===== src/rtl/fpu_addsub_pipe.sv =====
// Three-stage pipelined IEEE-754-style floating-point adder/subtractor with a global stall.
// Optional macro FPU_RNE_EN selects round-to-nearest-even; otherwise results truncate toward zero.
module fpu_addsub_pipe #(
  parameter int EXP_W = 8,
  parameter int MAN_W = 23
) (
  input  logic                   clk_i,
  input  logic                   rst_ni,
  input  logic                   valid_i,
  output logic                   ready_o,
  input  logic [EXP_W+MAN_W:0]   op_a_i,
  input  logic [EXP_W+MAN_W:0]   op_b_i,
  input  logic [1:0]             fpu_op_i,
  output logic                   valid_o,
  input  logic                   ready_i,
  output logic [EXP_W+MAN_W:0]   fpu_data_o,
  output logic [3:0]             flags_o
);
  localparam int W  = 1 + EXP_W + MAN_W;
  localparam int MW = MAN_W + 4;  // hidden + fraction + guard/round/sticky
  localparam int SW = MAN_W + 5;  // aligned sum with carry-out
  localparam int EW = EXP_W + 2;  // signed working exponent
  localparam logic [EXP_W-1:0] EXP_ONES  = {EXP_W{1'b1}};
  localparam logic [EXP_W-1:0] EXP_MAX   = {{(EXP_W-1){1'b1}}, 1'b0};
  localparam logic [EXP_W-1:0] MAX_SHIFT = EXP_W'(MAN_W + 3);
  localparam logic [W-1:0]     QNAN      = {1'b0, EXP_ONES, 1'b1, {(MAN_W-1){1'b0}}};
`ifdef FPU_RNE_EN
  localparam logic RNE = 1'b1;
`else
  localparam logic RNE = 1'b0;
`endif
  localparam logic [W-2:0] OVF_MAG = RNE ? {EXP_ONES, {MAN_W{1'b0}}} : {EXP_MAX, {MAN_W{1'b1}}};

  function automatic logic [EXP_W-1:0] lzc(input logic [MW-1:0] m);
    lzc = EXP_W'(MW);
    for (int i = 0; i < MW; i++) begin
      if (m[i]) lzc = EXP_W'(MW - 1 - i);
    end
  endfunction

  // Stage 1 combinational
  logic             a_sign, b_sign, a_nan, b_nan, a_snan, b_snan, a_inf, b_inf, swap;
  logic [EXP_W-1:0] a_exp, b_exp, big_exp, sml_exp, d_exp, shamt;
  logic [MAN_W-1:0] a_frac, b_frac, big_frac, sml_frac;
  logic [MW-1:0]    m_sml, lost;
  logic             spec_d, sign_d, sub_d, bneg_d;
  logic [W-1:0]     spec_res_d;
  logic [3:0]       spec_flg_d;
  logic [EXP_W-1:0] exp_d;
  logic [MW-1:0]    ma_d, mb_d;
  // Stage registers
  logic             s1_valid_q, s1_spec_q, s1_sign_q, s1_sub_q, s1_bneg_q;
  logic [W-1:0]     s1_spec_res_q;
  logic [3:0]       s1_spec_flg_q;
  logic [EXP_W-1:0] s1_exp_q;
  logic [MW-1:0]    s1_ma_q, s1_mb_q;
  logic             s2_valid_q, s2_spec_q, s2_sign_q, s2_bneg_q;
  logic [W-1:0]     s2_spec_res_q;
  logic [3:0]       s2_spec_flg_q;
  logic [EXP_W-1:0] s2_exp_q;
  logic [SW-1:0]    s2_sum_q, sum_d;
  logic             valid_q;
  logic [W-1:0]     data_q, data_d;
  logic [3:0]       flags_q, flags_d;
  // Stage 3 combinational
  logic [EXP_W-1:0]        lz;
  logic [MW-1:0]           norm;
  logic signed [EW-1:0]    exp_n, exp_r;
  logic                    rnd_up, inexact;
  logic [MAN_W+1:0]        man_r;
  logic [MAN_W-1:0]        frac_r;

  assign ready_o    = !(valid_q && !ready_i);
  assign valid_o    = valid_q;
  assign fpu_data_o = data_q;
  assign flags_o    = flags_q;

  // S1: unpack, classify specials, order by magnitude and align the smaller operand.
  always_comb begin
    a_sign = op_a_i[W-1];
    b_sign = op_b_i[W-1] ^ fpu_op_i[0];
    a_exp  = op_a_i[W-2:MAN_W];
    b_exp  = op_b_i[W-2:MAN_W];
    a_nan  = (a_exp == EXP_ONES) && (op_a_i[MAN_W-1:0] != {MAN_W{1'b0}});
    b_nan  = (b_exp == EXP_ONES) && (op_b_i[MAN_W-1:0] != {MAN_W{1'b0}});
    a_snan = a_nan && !op_a_i[MAN_W-1];
    b_snan = b_nan && !op_b_i[MAN_W-1];
    a_inf  = (a_exp == EXP_ONES) && (op_a_i[MAN_W-1:0] == {MAN_W{1'b0}});
    b_inf  = (b_exp == EXP_ONES) && (op_b_i[MAN_W-1:0] == {MAN_W{1'b0}});
    // subnormal operands behave as signed zero
    a_frac = (a_exp == {EXP_W{1'b0}}) ? {MAN_W{1'b0}} : op_a_i[MAN_W-1:0];
    b_frac = (b_exp == {EXP_W{1'b0}}) ? {MAN_W{1'b0}} : op_b_i[MAN_W-1:0];
    swap     = {b_exp, b_frac} > {a_exp, a_frac};
    big_exp  = swap ? b_exp  : a_exp;
    sml_exp  = swap ? a_exp  : b_exp;
    big_frac = swap ? b_frac : a_frac;
    sml_frac = swap ? a_frac : b_frac;
    d_exp    = big_exp - sml_exp;
    shamt    = (d_exp > MAX_SHIFT) ? MAX_SHIFT : d_exp;
    m_sml    = {(sml_exp != {EXP_W{1'b0}}), sml_frac, 3'b000};
    lost     = m_sml & ~({MW{1'b1}} << shamt);
    mb_d     = m_sml >> shamt;
    mb_d[0]  = mb_d[0] | (|lost);
    ma_d     = {(big_exp != {EXP_W{1'b0}}), big_frac, 3'b000};
    exp_d    = big_exp;
    sign_d   = swap ? b_sign : a_sign;
    sub_d    = a_sign ^ b_sign;
    bneg_d   = a_sign & b_sign;
    spec_d     = 1'b1;
    spec_res_d = QNAN;
    spec_flg_d = 4'b0000;
    if (fpu_op_i[1]) begin
      spec_res_d = op_a_i;
    end else if (a_nan || b_nan) begin
      spec_flg_d = {(a_snan || b_snan), 3'b000};
    end else if (a_inf && b_inf && (a_sign != b_sign)) begin
      spec_flg_d = 4'b1000;
    end else if (a_inf) begin
      spec_res_d = op_a_i;
    end else if (b_inf) begin
      spec_res_d = {b_sign, op_b_i[W-2:0]};
    end else begin
      spec_d = 1'b0;
    end
  end

  // S2: magnitude add or subtract; operand order guarantees a non-negative difference.
  always_comb begin
    if (s1_sub_q) begin
      sum_d = {1'b0, s1_ma_q} - {1'b0, s1_mb_q};
    end else begin
      sum_d = {1'b0, s1_ma_q} + {1'b0, s1_mb_q};
    end
  end

  // S3: normalise, round, detect overflow/underflow and pack.
  always_comb begin
    lz = {EXP_W{1'b0}};
    if (s2_sum_q[SW-1]) begin
      norm  = {s2_sum_q[SW-1:2], s2_sum_q[1] | s2_sum_q[0]};
      exp_n = {2'b00, s2_exp_q} + {{(EW-1){1'b0}}, 1'b1};
    end else begin
      lz    = lzc(s2_sum_q[MW-1:0]);
      norm  = s2_sum_q[MW-1:0] << lz;
      exp_n = {2'b00, s2_exp_q} - {2'b00, lz};
    end
    inexact = |norm[2:0];
    rnd_up  = RNE & norm[2] & (norm[1] | norm[0] | norm[3]);
    man_r   = {1'b0, norm[MW-1:3]} + {{(MAN_W+1){1'b0}}, rnd_up};
    exp_r   = exp_n + {{(EW-1){1'b0}}, man_r[MAN_W+1]};
    frac_r  = man_r[MAN_W+1] ? man_r[MAN_W:1] : man_r[MAN_W-1:0];
    if (s2_spec_q) begin
      data_d  = s2_spec_res_q;
      flags_d = s2_spec_flg_q;
    end else if (s2_sum_q == {SW{1'b0}}) begin
      data_d  = {s2_bneg_q, {(W-1){1'b0}}};
      flags_d = 4'b0000;
    end else if (exp_n <= $signed({EW{1'b0}})) begin
      data_d  = {s2_sign_q, {(W-1){1'b0}}};
      flags_d = 4'b0011;
    end else if (exp_r >= $signed({2'b00, EXP_ONES})) begin
      data_d  = {s2_sign_q, OVF_MAG};
      flags_d = 4'b0101;
    end else begin
      data_d  = {s2_sign_q, exp_r[EXP_W-1:0], frac_r};
      flags_d = {3'b000, inexact};
    end
  end

  // Pipeline registers; a stalled output freezes every stage.
  always_ff @(posedge clk_i or negedge rst_ni) begin
    if (!rst_ni) begin
      s1_valid_q    <= 1'b0;
      s1_spec_q     <= 1'b0;
      s1_spec_res_q <= {W{1'b0}};
      s1_spec_flg_q <= 4'b0000;
      s1_sign_q     <= 1'b0;
      s1_sub_q      <= 1'b0;
      s1_bneg_q     <= 1'b0;
      s1_exp_q      <= {EXP_W{1'b0}};
      s1_ma_q       <= {MW{1'b0}};
      s1_mb_q       <= {MW{1'b0}};
      s2_valid_q    <= 1'b0;
      s2_spec_q     <= 1'b0;
      s2_spec_res_q <= {W{1'b0}};
      s2_spec_flg_q <= 4'b0000;
      s2_sign_q     <= 1'b0;
      s2_bneg_q     <= 1'b0;
      s2_exp_q      <= {EXP_W{1'b0}};
      s2_sum_q      <= {SW{1'b0}};
      valid_q       <= 1'b0;
      data_q        <= {W{1'b0}};
      flags_q       <= 4'b0000;
    end else if (ready_o) begin
      s1_valid_q    <= valid_i;
      s1_spec_q     <= spec_d;
      s1_spec_res_q <= spec_res_d;
      s1_spec_flg_q <= spec_flg_d;
      s1_sign_q     <= sign_d;
      s1_sub_q      <= sub_d;
      s1_bneg_q     <= bneg_d;
      s1_exp_q      <= exp_d;
      s1_ma_q       <= ma_d;
      s1_mb_q       <= mb_d;
      s2_valid_q    <= s1_valid_q;
      s2_spec_q     <= s1_spec_q;
      s2_spec_res_q <= s1_spec_res_q;
      s2_spec_flg_q <= s1_spec_flg_q;
      s2_sign_q     <= s1_sign_q;
      s2_bneg_q     <= s1_bneg_q;
      s2_exp_q      <= s1_exp_q;
      s2_sum_q      <= sum_d;
      valid_q       <= s2_valid_q;
      data_q        <= data_d;
      flags_q       <= flags_d;
    end
  end

endmodule


===== config.mk =====
export PLATFORM = sky130hd
export DESIGN_NAME = fpu_addsub_pipe
export DESIGN_NICKNAME = d
export VERILOG_FILES = /design/src/rtl/fpu_addsub_pipe.sv
export SDC_FILE = /design/constraint.sdc
export NUM_CORES = 1
export LEC_CHECK = 0
export ABC_AREA = 0
export BUFFER_PORTS_ARGS = -buffer_cell sky130_fd_sc_hd__clkbuf_2
export CORE_ASPECT_RATIO = 1.1
export CORE_MARGIN = 1.5
export CORE_UTILIZATION = 50
export CTS_CLUSTER_DIAMETER = 60
export CTS_CLUSTER_SIZE = 12
export DETAILED_ROUTE_END_ITERATION = 8
export PLACE_DENSITY = 0.72
export SYNTH_ARGS = -nofsm -noshare
export SYNTH_HDL_FRONTEND = slang
export SYNTH_SLANG_ARGS = --single-unit

===== constraint.sdc =====
create_clock -name clk_i -period 8 [get_ports clk_i]
set_input_delay 1.6 -clock clk_i [delete_from_list [all_inputs] [get_ports clk_i]]
set_output_delay 1.6 -clock clk_i [all_outputs]
set_load 0.02 [all_outputs]

Yosys cells after proc, flatten, opt, wreduce, memory -nomap -nowiden:

Cells that the tools add are included.

* bits in registers: 213
* input port bits: 70
* output and inout port bits: 38
* word-level logic and storage cells: 129

* add/sub/neg operators: 5
* order comparisons: 4
* equality and inequality tests: 3
* shifts and indexed selects: 3
* muxes and demuxes: 60
* bitwise logic cells: 7
* reduce and logical (&&, ||, !) cells: 26

Operators by type and width (count)
* two-way mux 8 bit: 30
* two-way mux 32 bit: 7
* two-way mux 23 bit: 4
* two-way mux 31 bit: 2
* zero test 23 bit: 2
* nonzero test 23 bit: 2
* > comparator 31 bit: 1
* adder 27 x 27 -> 28 bit: 1
* zero test 28 bit: 1
* two-way mux 28 bit: 1
* subtractor 27 x 27 -> 28 bit: 1
* bitwise AND 27 bit: 1
* inverter 27 bit: 1
* OR reduction 27 bit: 1
* << shifter 27 x 8 -> 26 bit: 1
* << shifter 27 x 8 -> 27 bit (first input constant): 1
* >> shifter 27 x 8 -> 27 bit: 1
* two-way mux 26 bit: 1
* equality test 8 bit (second input constant): 2
* zero test 8 bit: 2
* two-way mux 4 bit: 4
* nonzero test 8 bit: 2
* greater-or-equal comparator 10 x 9 -> 1 bit (second input constant): 1
* <= comparator 10 x 1 -> 1 bit (second input constant): 1
* 15 further kinds: 37

Logic depth before layout (Yosys ltp):

Gate-level depths: netlist of the first run.

* depth after elaboration: 35
* gate-level depth with buffers: 35
* mapped depth without buffers: 26

Worst setup path after synthesis of the first run:

No wires, ideal clock.

* kind: in2reg
* start: input op_b_i[29]
* end: register s1_mb_q[3]
* setup time: 0.148 ns
* arrival: 8.120 ns
* data required time: 7.852 ns
* path slack: -0.267 ns
* cell stages on the path: 33
* buffers on the path: 8
* cells stage by stage: clkbuf_1 > nor4_1 > nand2_1 > clkbuf_1 > and2_1 > ha_1 > nand4_1 > nor3_1 > a222oi_1 > nand4_1 > nand2_1 > clkbuf_1 > clkbuf_1 > buf_1 > clkbuf_1 > nor2_1 > a21oi_1 > ha_1 > a21oi_1 > o21ai_0 > o21a_1 > o211ai_1 > a21oi_1 > o31a_1 > mux2i_1 > buf_4 > a211oi_4 > buf_6 > a32oi_1 > nand2_1 > o22ai_1 > a2111oi_2 > a21oi_1

* cells in the longest elaborated chain, start to end: 8
* elaborated cells on any way between the ends: 11
* classes of those cells: add/sub: 1; order compare: 2; shift: 1; mux: 5; reduce/logical: 2

RTL lines
* start, declared: line 12 `input logic [EXP_W+MAN_W:0] op_b_i,`
* zero test 8 bit: line 92 `b_frac = (b_exp == {EXP_W{1'b0}}) ? {MAN_W{1'b0}} : op_b_i[MAN_W-1:0];`
* two-way mux 23 bit: line 92
* > comparator 31 bit: line 93 `swap = {b_exp, b_frac} > {a_exp, a_frac};`
* two-way mux 8 bit (on tied branches): line 94, 95
* subtractor 8 bit: line 98 `d_exp = big_exp - sml_exp;`
* > comparator 8 x 5 -> 1 bit: line 99 `shamt = (d_exp > MAX_SHIFT) ? MAX_SHIFT : d_exp;`
* two-way mux 8 bit: line 99
* >> shifter 27 x 8 -> 27 bit *: line 102 `mb_d = m_sml >> shamt;`
* end signal, assigned: line 182 `s1_mb_q <= {MW{1'b0}};`
* end signal, assigned: line 204 `s1_mb_q <= mb_d;`
* end, declared: line 56 `logic [MW-1:0] s1_ma_q, s1_mb_q;`

Every way passes the cells marked *; elsewhere a longest branch is shown, timed or not.
A chain may end at the register's enable or synchronous reset.

Worst setup path after layout of the first run:

* start: input op_b_i[27]
* end: register s1_mb_q[0]

* cells in the longest elaborated chain, start to end: 12
* elaborated cells on any way between the ends: 16
* classes of those cells: add/sub: 1; order compare: 2; shift: 2; mux: 5; bitwise: 3; reduce/logical: 3

RTL lines
* zero test 8 bit: line 92
* two-way mux 23 bit: line 92
* > comparator 31 bit: line 93
* two-way mux 8 bit (on tied branches): line 94, 95
* subtractor 8 bit: line 98
* > comparator 8 x 5 -> 1 bit: line 99
* two-way mux 8 bit: line 99
* << shifter 27 x 8 -> 27 bit: line 101 `lost = m_sml & ~({MW{1'b1}} << shamt);`
* inverter 27 bit: line 101
* bitwise AND 27 bit: line 101
* OR reduction 27 bit: line 103 `mb_d[0] = mb_d[0] | (|lost);`
* OR 1 bit *: line 103

Marked as above.

==> PnR_summary.wiki, run 1 <==
{| class="wikitable"
! Metric !! Value
|-
| Share of power burned in registers || 0.296
|-
| Clk Tree Root Cell || sky130_fd_sc_hd__clkbuf_16
|-
| Yosys warning total || 0
|-
| Gr usage total || 0.349
|-
| Final std cells w/o fill || 2660
|-
| TritonCTS clock tree || built
|-
| Final-report max-slew violation count || 0
|-
| Clock tree sinks || 207
|-
| Vias in the first global route || 15766
|-
| Status || finished, final reports clean
|-
| Net count after synthesis || approximately 2400
|-
| Path category of the worst min-delay check || reg -> reg
|-
| Final GP Congestion || 1.03
|-
| Highest Clock Rate || 134 MHz
|-
| Number of iterations in the first detailed-routing pass || 6
|-
| Detailed Place HPWL || 45500 um
|-
| Worst Path Class, Setup || in -> reg
|-
| Element type at the critical path end || flip-flop
|-
| Total power divided by cell area || ~330 nW/um^2
|-
| Mapped Cells || 2205
|-
| Critical path data required time || 8420 ps
|-
| Proportion of layout cells with a drive suffix above 1 || 0.103
|-
| Area taken by flip-flops and latches || 5180 um^2
|-
| Critical Path Start Type || input port
|-
| N_diodes || 0
|-
| Gr ovfl total || 0
|-
| Avg Inst Size Synth || 7.53 um^2
|-
| Max-cap check violation count || 0
|-
| Number of synthesized flops with an enable pin || 0
|-
| Hold-fix buffers, CTS || 0
|-
| Worst-case reg-to-reg path depth || 24
|-
| Final-layout fill cell count || around 3200
|-
| Post-placement worst setup slack || 131 ps
|-
| Initial Utilization || 0.511
|-
| Setup slack on the worst flop-to-flop path || approximately 1600 ps
|-
| Post-synth cell types || between 80 and 90
|-
| Global-route wire length before repair || a little over 90000 um
|-
| Leakage power || 8.17 nW
|-
| Latest clock arrival within the worst-skew pair || 520 ps
|-
| Largest net degree at the start of global routing || 215
|-
| Sw Share || 0.492
|-
| Capturing element of the worst setup path || s1_mb_q[0]
|-
| Total Wirelength || 60200 um
|-
| R2R Path End || fpu_data_o[5]
|-
| Synth Cell Area || approximately 17000 um^2
|-
| Layout area overhead || 9.35%
|-
| Final worst clock skew || approximately 9.8 ps
|-
| Total setup violations reported at the end of the flow || 0
|-
| Clock buffers created by TritonCTS || 22
|-
| Top Usage Layer GRT || met2
|-
| Via Count || 16950
|-
| Final critical delay including setup and external delays || 7480 ps
|-
| Share of the yosys chip area belonging to registers || 0.312
|-
| Global-route track usage on met3 || 0.0337
|-
| Via density per instance || 6.37
|-
| Slew headroom || 0.341
|-
| Internal power consumption || 3.08 mW
|-
| Proportion of power drawn by combinational gates || 0.552
|-
| Setup repair after global routing missed its margin || false
|-
| Count of endpoints failing hold in the final timing report || 0
|-
| H-tree level count || 1
|-
| Clock Power Share || 0.152
|-
| Floorplan row count || 69
|-
| Setup TNS || 0 ps
|-
| Fraction of registers with async set or reset after synthesis || 1.00
|-
| Transition time at the pin with the least slew margin || 988 ps
|-
| WL/cell || 22.6 um
|-
| Maximum clock insertion buffer count || 3
|-
| Met1 demand-to-capacity share in global routing || 0.462
|-
| Count of instances resized after the clock tree is built || 0
|-
| Highest ir drop seen on vdd || 166 uV
|-
| I/O Buffers || 107
|-
| Die Span Y || 194 um
|-
| Number of storage elements in the synthesis netlist || 207
|-
| Antenna violations before repair || 1
|-
| Number of top-level pins || 108
|-
| Critical register-to-register path startpoint || s2_sum_q[1]
|-
| Area used by multi-input combinational logic || between 10000 and 15000 um^2
|-
| Data arrival time of the critical path || ~8000 ps
|-
| Cell total after placement || 2633
|-
| Number of DRC markers in iteration 0 || approximately 1800
|-
| Psw || between 2 and 3 mW
|-
| Worst setup margin || around 520 ps
|-
| Antenna violation net count after detailed routing || 0
|-
| Post CTS Setup Buffer Count || 0
|-
| Tcrit/Tclk final || 0.935
|-
| Clock transition at path regs || 60 ps
|-
| Total core area || 32500 um^2
|-
| X dimension of the die || 177 um
|-
| Largest fanout on the critical path || 26
|-
| Crit path launch || op_b_i[27]
|-
| Number of remaining DRC errors || 0
|-
| Net count reported at finish || 2392
|-
| Primary FF master, synth || sky130_fd_sc_hd__dfrtp_1
|-
| DIE AREA || roughly 34000 um^2
|-
| Met2 track demand over resource in global routing || 0.575
|}
[power by group through the flow]
stage	logic (mW)	clock network, mW	registers (mW)
global placement	3.26	0	1.79
floorplan	2.36	0	1.65
CTS	3.30	0.941	1.78
detailed placement	3.28	0	1.80
global route	3.66	0.979	1.84
finish	3.35	0.922	1.80
[routing by layer]
metal,share of wire,vias to the layer above
met1,0.42,8174
met4,0.047,0
met5,0,-
met2,0.48,653
li1,-,7992
met3,0.055,131
[flip-flops by register name, summed over array words and instances (netlist names), 4 cells and up]
| name | cells |
|---|---|
| s1_exp_q | 8 |
| s2_exp_q | 8 |
| s2_spec_res_q | 32 |
| s1_ma_q | 24 |
| s1_spec_res_q | 32 |
| s1_mb_q | 27 |
| flags_o | 4 |
| fpu_data_o | 32 |
| s2_sum_q | 28 |
[layout make-up]
class	instances	share of cell area
clock buffers	25	0.0321
clock inverters	2	0.00124
inverters	86	0.0179
multi-input cells	1746	0.577
flip-flops and latches	207	0.285
well taps	426	0.0294
repair buffers	168	0.0573
[logic make-up (layout without fill, tap and decap cells)]
| group | Yosys count | count (layout) | share of synthesized area |
|---|---|---|---|
| AND/OR/NAND/NOR | 838 | 838 | 0.220 |
| AO/OA/AOI/OAI | 704 | 704 | 0.273 |
| buffers and inverters | 252 | 281 | 0.0582 |
| flip-flops | 207 | 207 | 0.312 |
| adder cells (fa/ha/maj) | 91 | 91 | 0.0695 |
| multiplexers | 79 | 79 | 0.0486 |
| XOR/XNOR | 34 | 34 | 0.0188 |
[synth_stat cells (all sizes together) (20+ instances only)]
cell,number,area share
o22ai,28,0.011
a21oi,177,0.054
buf,31,0.0082
xnor2,27,0.015
dfrtp,207,0.31
a211oi,20,0.012
mux2i,66,0.040
o31ai,20,0.0090
o21ai,191,0.058
nand3,58,0.017
a221oi,20,0.011
clkbuf,135,0.031
a32oi,20,0.011
nand4,22,0.0083
inv,84,0.019
nor4,27,0.010
ha,89,0.067
o21a,20,0.0090
and2,26,0.0098
o221ai,24,0.013
a31oi,52,0.020
nor2,186,0.042
nand2,411,0.093
nor3,43,0.013
[worst max-delay path, stage by stage]
cell,delay (ps)
sky130_fd_sc_hd__clkbuf_2,120
sky130_fd_sc_hd__nor4_1,550
sky130_fd_sc_hd__nand2_1,90
sky130_fd_sc_hd__buf_4,240
sky130_fd_sc_hd__and2_1,220
sky130_fd_sc_hd__ha_1,320
sky130_fd_sc_hd__nand4_1,180
sky130_fd_sc_hd__nor4_1,510
sky130_fd_sc_hd__o31ai_1,200
sky130_fd_sc_hd__and4_1,320
sky130_fd_sc_hd__o211a_1,260
sky130_fd_sc_hd__a21oi_1,130
sky130_fd_sc_hd__ha_1,220
sky130_fd_sc_hd__a21oi_1,50
sky130_fd_sc_hd__o21ai_0,220
sky130_fd_sc_hd__nor3_1,80
sky130_fd_sc_hd__o211ai_1,220
sky130_fd_sc_hd__a21oi_1,100
sky130_fd_sc_hd__o31a_1,110
sky130_fd_sc_hd__mux2i_1,480
sky130_fd_sc_hd__buf_4,290
sky130_fd_sc_hd__a211oi_4,50
sky130_fd_sc_hd__buf_12,210
sky130_fd_sc_hd__a22oi_1,210
sky130_fd_sc_hd__nand2_1,120
sky130_fd_sc_hd__a222oi_1,450
sky130_fd_sc_hd__nor4_1,110
sky130_fd_sc_hd__a221oi_2,190
[cell usage in the layout (no fill, tap or decap), drive strengths merged, types with 9 or more instances in the layout]
cell / n
o21bai: 11
ha: 89
and3: 13
nand2b: 10
nor2b: 14
clkbuf: 132
nor2: 186
a21o: 10
inv: 86
nor4: 27
o221ai: 24
a211oi: 20
nand3: 58
a221oi: 20
nand2: 411
xnor2: 27
o31ai: 20
and2: 26
dfrtp: 207
mux2: 13
o211ai: 18
or3: 9
a31oi: 52
buf: 61
o21ai: 191
o22ai: 28
mux2i: 66
o21a: 20
a22oi: 19
nor3: 43
nand4: 22
a32oi: 20
a21oi: 177
[stage by stage]
step           cell area, um^2   util  hold slack, ps  total power, mW
6_report                 18100  0.559             462             6.07
5_1_grt                  18100  0.559             487             6.48
2_1_floorplan            16600      -             430             4.02
3_5_place_dp             17500  0.540             452             5.08
4_1_cts                  18100  0.559             466             6.02
3_3_place_gp             17500  0.540             443             5.04
[how the worst min path moves through the flow]
stage / to / slack (ps) / from / depth (start not counted)
final: s2_valid_q / 460 / s2_valid_q / 2
after global routing: s2_bneg_q / 490 / s2_bneg_q / 2
after CTS: s2_valid_q / 470 / s2_valid_q / 2
after detailed placement: s2_valid_q / 450 / s2_valid_q / 2
after global placement: s2_valid_q / 440 / s2_valid_q / 2
after floorplan: s2_valid_q / 430 / s2_valid_q / 2
Power figures use the tool's default switching activity.
==> inputs of run 2 (changes only) <==
- REMOVE_ABC_BUFFERS: unset -> 1
==> run 2 against run 1 <==
  * Global-route usage is essentially flat
  * Sequential power hardly changed
  * Total power grew 0.71%
  * Clock-buffer cell count fell by 1
  * Die area unchanged
  * Highest routed layer unchanged
  * Non-clock buffer count shrank 7
==> PnR_summary.wiki, run 2 (synthesized netlist as in run 1, its figures left out) <==
{| class="wikitable"
! Metric !! Value
|-
| Count of endpoints failing hold in the final timing report || 0 (unchanged)
|-
| Cell total after placement || 2626 (-0.27%)
|-
| Final std cells w/o fill || 2662 (+0.075%)
|-
| Leading cell type in the layout, fill and taps excluded || sky130_fd_sc_hd__nand2_1
|-
| Total power divided by cell area || 337 nW/um^2 (+0.73%)
|-
| Initial Utilization || 0.511 (unchanged)
|-
| Post-placement worst setup slack || -129 ps (-260 ps)
|-
| Critical path data required time || 8400 ps (-20 ps)
|-
| Proportion of layout cells with a drive suffix above 1 || 0.104 (+0.000139)
|-
| Data arrival time of the critical path || 7950 ps (+50 ps)
|-
| Latest clock arrival within the worst-skew pair || 540 ps (+20 ps)
|-
| Number of DRC markers in iteration 0 || 1876 (+6.3%)
|-
| R2R Path End || fpu_data_o[0]
|-
| Clk Tree Root Cell || sky130_fd_sc_hd__clkbuf_16
|-
| Critical register-to-register path startpoint || s2_sum_q[25]
|-
| Via Count || 17144 (+1.1%)
|-
| Post CTS Setup Buffer Count || 0 (unchanged)
|-
| Detailed Place HPWL || 45200 um (-0.67%)
|-
| Via density per instance || 6.44 (+1.1%)
|-
| Final GP Congestion || 0.985 (-4.1%)
|-
| Crit path launch || op_b_i[23]
|-
| Maximum clock insertion buffer count || 3 (unchanged)
|-
| Number of iterations in the first detailed-routing pass || 5 (-1)
|-
| Critical Path Most Common Cell || sky130_fd_sc_hd__a21oi_1
|-
| Path category of the worst min-delay check || reg -> reg
|-
| Total Wirelength || 60300 um (+0.15%)
|-
| Final-layout fill cell count || 3175 (+0.47%)
|-
| Largest stage delay, worst path || 530 ps (-20 ps)
|-
| Setup slack on the worst flop-to-flop path || 1580 ps (-50 ps)
|-
| X dimension of the die || 177 um (unchanged)
|-
| Number of top-level pins || 108 (unchanged)
|-
| Worst setup margin || 445 ps (-76.7 ps)
|-
| Antenna violation net count after detailed routing || 0 (unchanged)
|-
| Final critical delay including setup and external delays || 7560 ps (+76.7 ps)
|-
| Critical Path Start Type || input port
|-
| Element type at the critical path end || flip-flop
|-
| TritonCTS clock tree || built
|-
| Worst Path Class, Setup || in -> reg
|-
| Status || finished, final reports clean
|-
| Slew headroom || 0.326 (-0.0151)
|-
| Setup repair after global routing missed its margin || false
|-
| Setup TNS || 0 ps (unchanged)
|-
| H-tree level count || 1 (unchanged)
|-
| Net count reported at finish || 2386 (-0.25%)
|-
| Max-cap check violation count || 0 (unchanged)
|-
| Final-report max-slew violation count || 0 (unchanged)
|-
| Tcrit/Tclk final || 0.944 (+0.00959)
|-
| Floorplan row count || 69 (unchanged)
|-
| Clock tree sinks || 207 (unchanged)
|-
| Total setup violations reported at the end of the flow || 0 (unchanged)
|-
| Cell at the slowest stage of the critical path || sky130_fd_sc_hd__nor4_1
|-
| Global-route wire length before repair || 93700 um (+0.62%)
|-
| Layout area overhead || 9.33% (about the same)
|-
| Worst-case reg-to-reg path depth || 19 (-21%)
|-
| Gr ovfl total || 0 (unchanged)
|-
| Highest ir drop seen on vdd || 176 uV (+6.2%)
|-
| Share of the core filled with cells in the final layout || 0.559 (about the same)
|-
| Clock transition at path regs || 60 ps (about the same)
|-
| Die Span Y || 194 um (unchanged)
|-
| DIE AREA || 34300 um^2 (unchanged)
|-
| Hold-fix buffers, CTS || 0 (unchanged)
|-
| Clock buffers created by TritonCTS || 23 (+4.5%)
|-
| Vias in the first global route || 16083 (+2.0%)
|-
| Antenna violations before repair || 5 (+4)
|-
| I/O Buffers || 107 (unchanged)
|-
| Highest Clock Rate || 132 MHz (-1.0%)
|-
| Largest fanout on the critical path || 20 (-23%)
|-
| Capturing element of the worst setup path || s1_mb_q[0]
|-
| Final worst clock skew || 15.9 ps (+6.03 ps)
|-
| Number of remaining DRC errors || 0 (unchanged)
|-
| Most frequent cells in the layout || sky130_fd_sc_hd__nand2_1 (409), sky130_fd_sc_hd__dfrtp_1 (207), sky130_fd_sc_hd__nor2_1 (185), sky130_fd_sc_hd__o21ai_0 (185), sky130_fd_sc_hd__a21oi_1 (176)
|-
| WL/cell || 22.7 um (about the same)
|-
| Power, Total || 6.11 mW (+0.71%)
|-
| Total core area || 32500 um^2 (unchanged)
|-
| Gr usage total || 0.349 (about the same)
|-
| Transition time at the pin with the least slew margin || 1000 ps (+15.9 ps)
|-
| Largest net degree at the start of global routing || 109 (-49%)
|-
| Leakage power || 8.15 nW (-0.23%)
|}
run 2: routing by layer:
metal | part of all wire | track usage | vias up
met5 | 0 | 0 | -
met4 | 0.056 | 0.186 | 0
met3 | 0.063 | 0.0357 | 191
met2 | 0.46 | 0.557 | 790
met1 | 0.42 | 0.464 | 8172
li1 | - | - | 7991
run 2: repair_timing:
action                                 in CTS  in global routing
endpoints found under the hold margin       0                  0
gates resized for setup                     0                  3
setup endpoints to repair                   0                 18
run 2: metrics by stage:
stage	hold WS, ps	cell area (um^2)
final	467	18100
after detailed placement	456	17500
after CTS	469	18100
after global placement	444	17500
after floorplan	430	16000
after global routing	482	18100
run 2: power by group:
group | total [mW] | internal [mW] | switching, mW
combinational | 3.31 | 1.18 | 2.13
sequential | 1.80 | 1.37 | 0.430
clock | 0.994 | 0.555 | 0.440
run 2: area by class of cell:
type	count	area [um^2]	area share
multi-input cells	1746	10500	0.577
flip-flops and latches	207	5180	0.285
repair buffers	161	950	0.0523
clock buffers	24	579	0.0319
well taps	426	533	0.0294
inverters	86	328	0.0181
clock inverters	7	87.6	0.00483
diodes	5	12.5	0.000690
run 2: worst min-delay path by stage:
| stage | from | depth (start not counted) | slack, ps | endpoint |
|---|---|---|---|---|
| 2_1_floorplan | s2_valid_q | 2 | 430 | s2_valid_q |
| 3_3_place_gp | s2_spec_res_q[12] | 2 | 440 | s2_spec_res_q[12] |
| 3_5_place_dp | s1_bneg_q | 2 | 460 | s1_bneg_q |
| 4_1_cts | s1_bneg_q | 2 | 470 | s1_bneg_q |
| 5_1_grt | s2_spec_res_q[28] | 2 | 480 | s2_spec_res_q[28] |
| 6_report | s2_bneg_q | 2 | 470 | s2_bneg_q |
run 2: worst max-delay path: cells and delay by family:
family / cells / cell delay (ps)
mux: 1 / 60
compound gates: 13 / 2300
buf+inv: 3 / 670
simple gates: 8 / 2770
fa+ha+maj: 2 / 540
==> inputs of run 3 (changes only) <==
- BUFFER_PORTS_ARGS: -buffer_cell sky130_fd_sc_hd__clkbuf_2 -> unset
- DONT_BUFFER_PORTS: unset -> 1
- PLACE_DENSITY: 0.72 -> 0.69
- REMOVE_ABC_BUFFERS: 1 -> unset
==> run 3 against run 2 <==
  * Utilization decreased by 1.8 points
  * Largest cell class unchanged
  * Combinational power down 6.6%
  * Maximum frequency is 4.1% higher
  * Die area stayed put
  * Sequential share of layout area increased by 0.94 points
  * Cell count decreased by 4.4%
  * Register-to-register slack about the same
  * Via count down 3.7%
  * Hold slack lost 6.2 ps
==> PnR_summary.wiki, run 3 (synthesized netlist as in run 1, its figures left out) <==
{| class="wikitable"
! Metric !! Value
|-
| Status || finished, final reports clean
|-
| Most frequent cells in the layout || sky130_fd_sc_hd__nand2_1 (410), sky130_fd_sc_hd__dfrtp_1 (207), sky130_fd_sc_hd__nor2_1 (185), sky130_fd_sc_hd__o21ai_0 (185), sky130_fd_sc_hd__a21oi_1 (175)
|-
| Gr ovfl total || 0 (unchanged)
|-
| Number of iterations in the first detailed-routing pass || 6 (+1)
|-
| Total core area || 32500 um^2 (unchanged)
|-
| Highest ir drop seen on vdd || 210 uV (+19%)
|-
| Count of endpoints failing hold in the final timing report || 0 (unchanged)
|-
| Number of top-level pins || 108 (unchanged)
|-
| Path category of the worst min-delay check || reg -> reg
|-
| Number of DRC markers in iteration 0 || 1835 (-2.2%)
|-
| Gr usage total || 0.348 (-0.00110)
|-
| Worst Path Class, Setup || in -> reg
|-
| Final-report max-slew violation count || 0 (unchanged)
|-
| Slew headroom || 0.264 (-0.0619)
|-
| Transition time at the pin with the least slew margin || 1100 ps (+99.5 ps)
|-
| Worst-case reg-to-reg path depth || 24 (+5)
|-
| R2R Path End || fpu_data_o[0]
|-
| Clk Tree Root Cell || sky130_fd_sc_hd__clkbuf_16
|-
| Proportion of layout cells with a drive suffix above 1 || 0.0548 (-0.0488)
|-
| I/O Buffers || 0 (-100%)
|-
| Data arrival time of the critical path || 7680 ps (-270 ps)
|-
| Count of instances resized after the clock tree is built || 0 (unchanged)
|-
| Maximum clock insertion buffer count || 3 (unchanged)
|-
| Layout area overhead || 5.85%
|-
| Critical register-to-register path startpoint || s2_sum_q[1]
|-
| Non-Filler Cell Area, Final || 17600 um^2 (-3.2%)
|-
| Setup slack on the worst flop-to-flop path || 1580 ps (about the same)
|-
| Antenna violation net count after detailed routing || 0 (unchanged)
|-
| Clock transition at path regs || 60 ps (about the same)
|-
| Global-route wire length before repair || 92600 um (-1.1%)
|-
| Total power divided by cell area || 339 nW/um^2 (+0.66%)
|-
| Worst-case hold path end point || s2_spec_res_q[7]
|-
| Area taken by flip-flops and latches || 5180 um^2 (unchanged)
|-
| Largest net degree at the start of global routing || 233 (+110%)
|-
| Leading cell type in the layout, fill and taps excluded || sky130_fd_sc_hd__nand2_1
|-
| Clock tree sinks || 207 (unchanged)
|-
| X dimension of the die || 177 um (unchanged)
|-
| Hold-fix buffers, CTS || 0 (unchanged)
|-
| TritonCTS clock tree || built
|-
| Element type at the critical path end || flip-flop
|-
| Final worst clock skew || 13.1 ps (-2.73 ps)
|-
| Net count reported at finish || 2275 (-4.7%)
|-
| Number of remaining DRC errors || 0 (unchanged)
|-
| Highest Clock Rate || 138 MHz (+4.1%)
|-
| Floorplan row count || 69 (unchanged)
|-
| Final critical delay including setup and external delays || 7260 ps (-297 ps)
|-
| DIE AREA || 34300 um^2 (unchanged)
|-
| Max-cap check violation count || 0 (unchanged)
|-
| Setup repair after global routing missed its margin || false
|-
| N_diodes || 0 (-5)
|-
| Leakage power || 7.69 nW (-5.7%)
|-
| H-tree level count || 1 (unchanged)
|-
| WL/cell || 23.7 um (+4.7%)
|-
| Total setup violations reported at the end of the flow || 0 (unchanged)
|-
| Cell depth of the worst min-delay path || 2 (unchanged)
|-
| Post CTS Setup Buffer Count || 0 (unchanged)
|-
| Critical path data required time || 8420 ps (+20 ps)
|-
| Min-delay src || s2_spec_res_q[7]
|-
| Setup TNS || 0 ps (unchanged)
|-
| Area used by multi-input combinational logic || 10500 um^2 (about the same)
|-
| Final GP Congestion || 1.06 (+7.2%)
|-
| Final-layout fill cell count || 3146 (-0.91%)
|-
| Total Wirelength || 60400 um (about the same)
|-
| Detailed Place HPWL || 45200 um (about the same)
|-
| Initial Utilization || 0.511 (unchanged)
|-
| Antenna violations before repair || 0 (-5)
|-
| Critical Path Start Type || input port
|-
| Vias in the first global route || 15507 (-3.6%)
|-
| Die Span Y || 194 um (unchanged)
|-
| Latest clock arrival within the worst-skew pair || 520 ps (-20 ps)
|-
| Share of the core filled with cells in the final layout || 0.541 (-0.0178)
|-
| Via Count || 16511 (-3.7%)
|-
| Via density per instance || 6.49 (+0.77%)
|-
| Tcrit/Tclk final || 0.907 (-0.0371)
|-
| Post-placement cell area || 16900 um^2 (-3.0%)
|-
| Clock buffers created by TritonCTS || 22 (-4.3%)
|-
| Largest fanout on the critical path || 26 (+30%)
|}
[run 3: cell types whose count changed in the layout (fill, tap and decap cells not counted), moves of 2 or more]
cell,change
sky130_fd_sc_hd__clkbuf_2,-106
sky130_fd_sc_hd__buf_4,-6
sky130_fd_sc_hd__diode_2,-5
sky130_fd_sc_hd__buf_12,+3
sky130_fd_sc_hd__inv_6,-2
[run 3: layer usage]
layer	track usage	wire length, um	vias to the layer above
li1	-	-	7758
met1	0.446	25000	7896
met2	0.575	28600	705
met3	0.0394	3430	152
met4	0.178	3270	0
met5	0	0	-
[run 3: critical path, cell delays in order]
cell and delay, ps:
sky130_fd_sc_hd__nor4_1 470, sky130_fd_sc_hd__nand2_1 100, sky130_fd_sc_hd__buf_4 240, sky130_fd_sc_hd__and2_1 220, sky130_fd_sc_hd__ha_1 330, sky130_fd_sc_hd__nand4_1 180, sky130_fd_sc_hd__nor4_1 450, sky130_fd_sc_hd__o31ai_1 210
sky130_fd_sc_hd__and4_1 310, sky130_fd_sc_hd__o211a_1 260, sky130_fd_sc_hd__a21oi_1 120, sky130_fd_sc_hd__ha_1 220, sky130_fd_sc_hd__a21oi_1 50, sky130_fd_sc_hd__o21ai_0 210, sky130_fd_sc_hd__o21a_1 160, sky130_fd_sc_hd__o211ai_1 110
sky130_fd_sc_hd__a21oi_1 180, sky130_fd_sc_hd__o31a_1 140, sky130_fd_sc_hd__mux2i_1 160, sky130_fd_sc_hd__a21o_1 410, sky130_fd_sc_hd__buf_12 240, sky130_fd_sc_hd__a22oi_1 300, sky130_fd_sc_hd__nand2_1 140, sky130_fd_sc_hd__a222oi_1 520
sky130_fd_sc_hd__nor4_1 120, sky130_fd_sc_hd__a221oi_2 180
[run 3: worst max path at each step]
stage / slack, ps / start / endpoint / cells past startpoint
finish: 740 / op_b_i[27] / s1_mb_q[0] / 26
global route: 250 / op_b_i[27] / s1_mb_q[0] / 26
CTS: 810 / op_b_i[27] / s1_mb_q[0] / 26
detailed placement: 310 / op_b_i[27] / s1_mb_q[0] / 26
global placement: 340 / op_b_i[27] / s1_mb_q[0] / 26
floorplan: 50 / op_b_i[29] / s1_mb_q[3] / 33
[run 3: power by group]
part | internal (mW) | leakage (nW) | switching [mW] | total (mW)
registers | 1.37 | 2.56 | 0.531 | 1.90
logic | 1.13 | 4.81 | 1.97 | 3.09
clock network | 0.553 | 0.312 | 0.402 | 0.956
total | 3.05 | 7.69 | 2.90 | 5.95
[run 3: cell type report]
class	count	area share
clock buffer	25	0.0338
timing repair buffer	51	0.0239
multi-input combinational	1746	0.596
sequential	207	0.295
inverter	86	0.0187
tap	426	0.0303
clock inverter	3	0.00278
[run 3: stage by stage]
stage               power, mW  setup slack, ps  instances  hold slack [ps]
CTS                      5.91              813       2544              465
global placement         4.90              343       2516              443
finish                   5.95              742       2544              461
floorplan                4.02             52.1       2205              430
global route             6.36              246       2544              481
detailed placement       4.94              313       2516              452
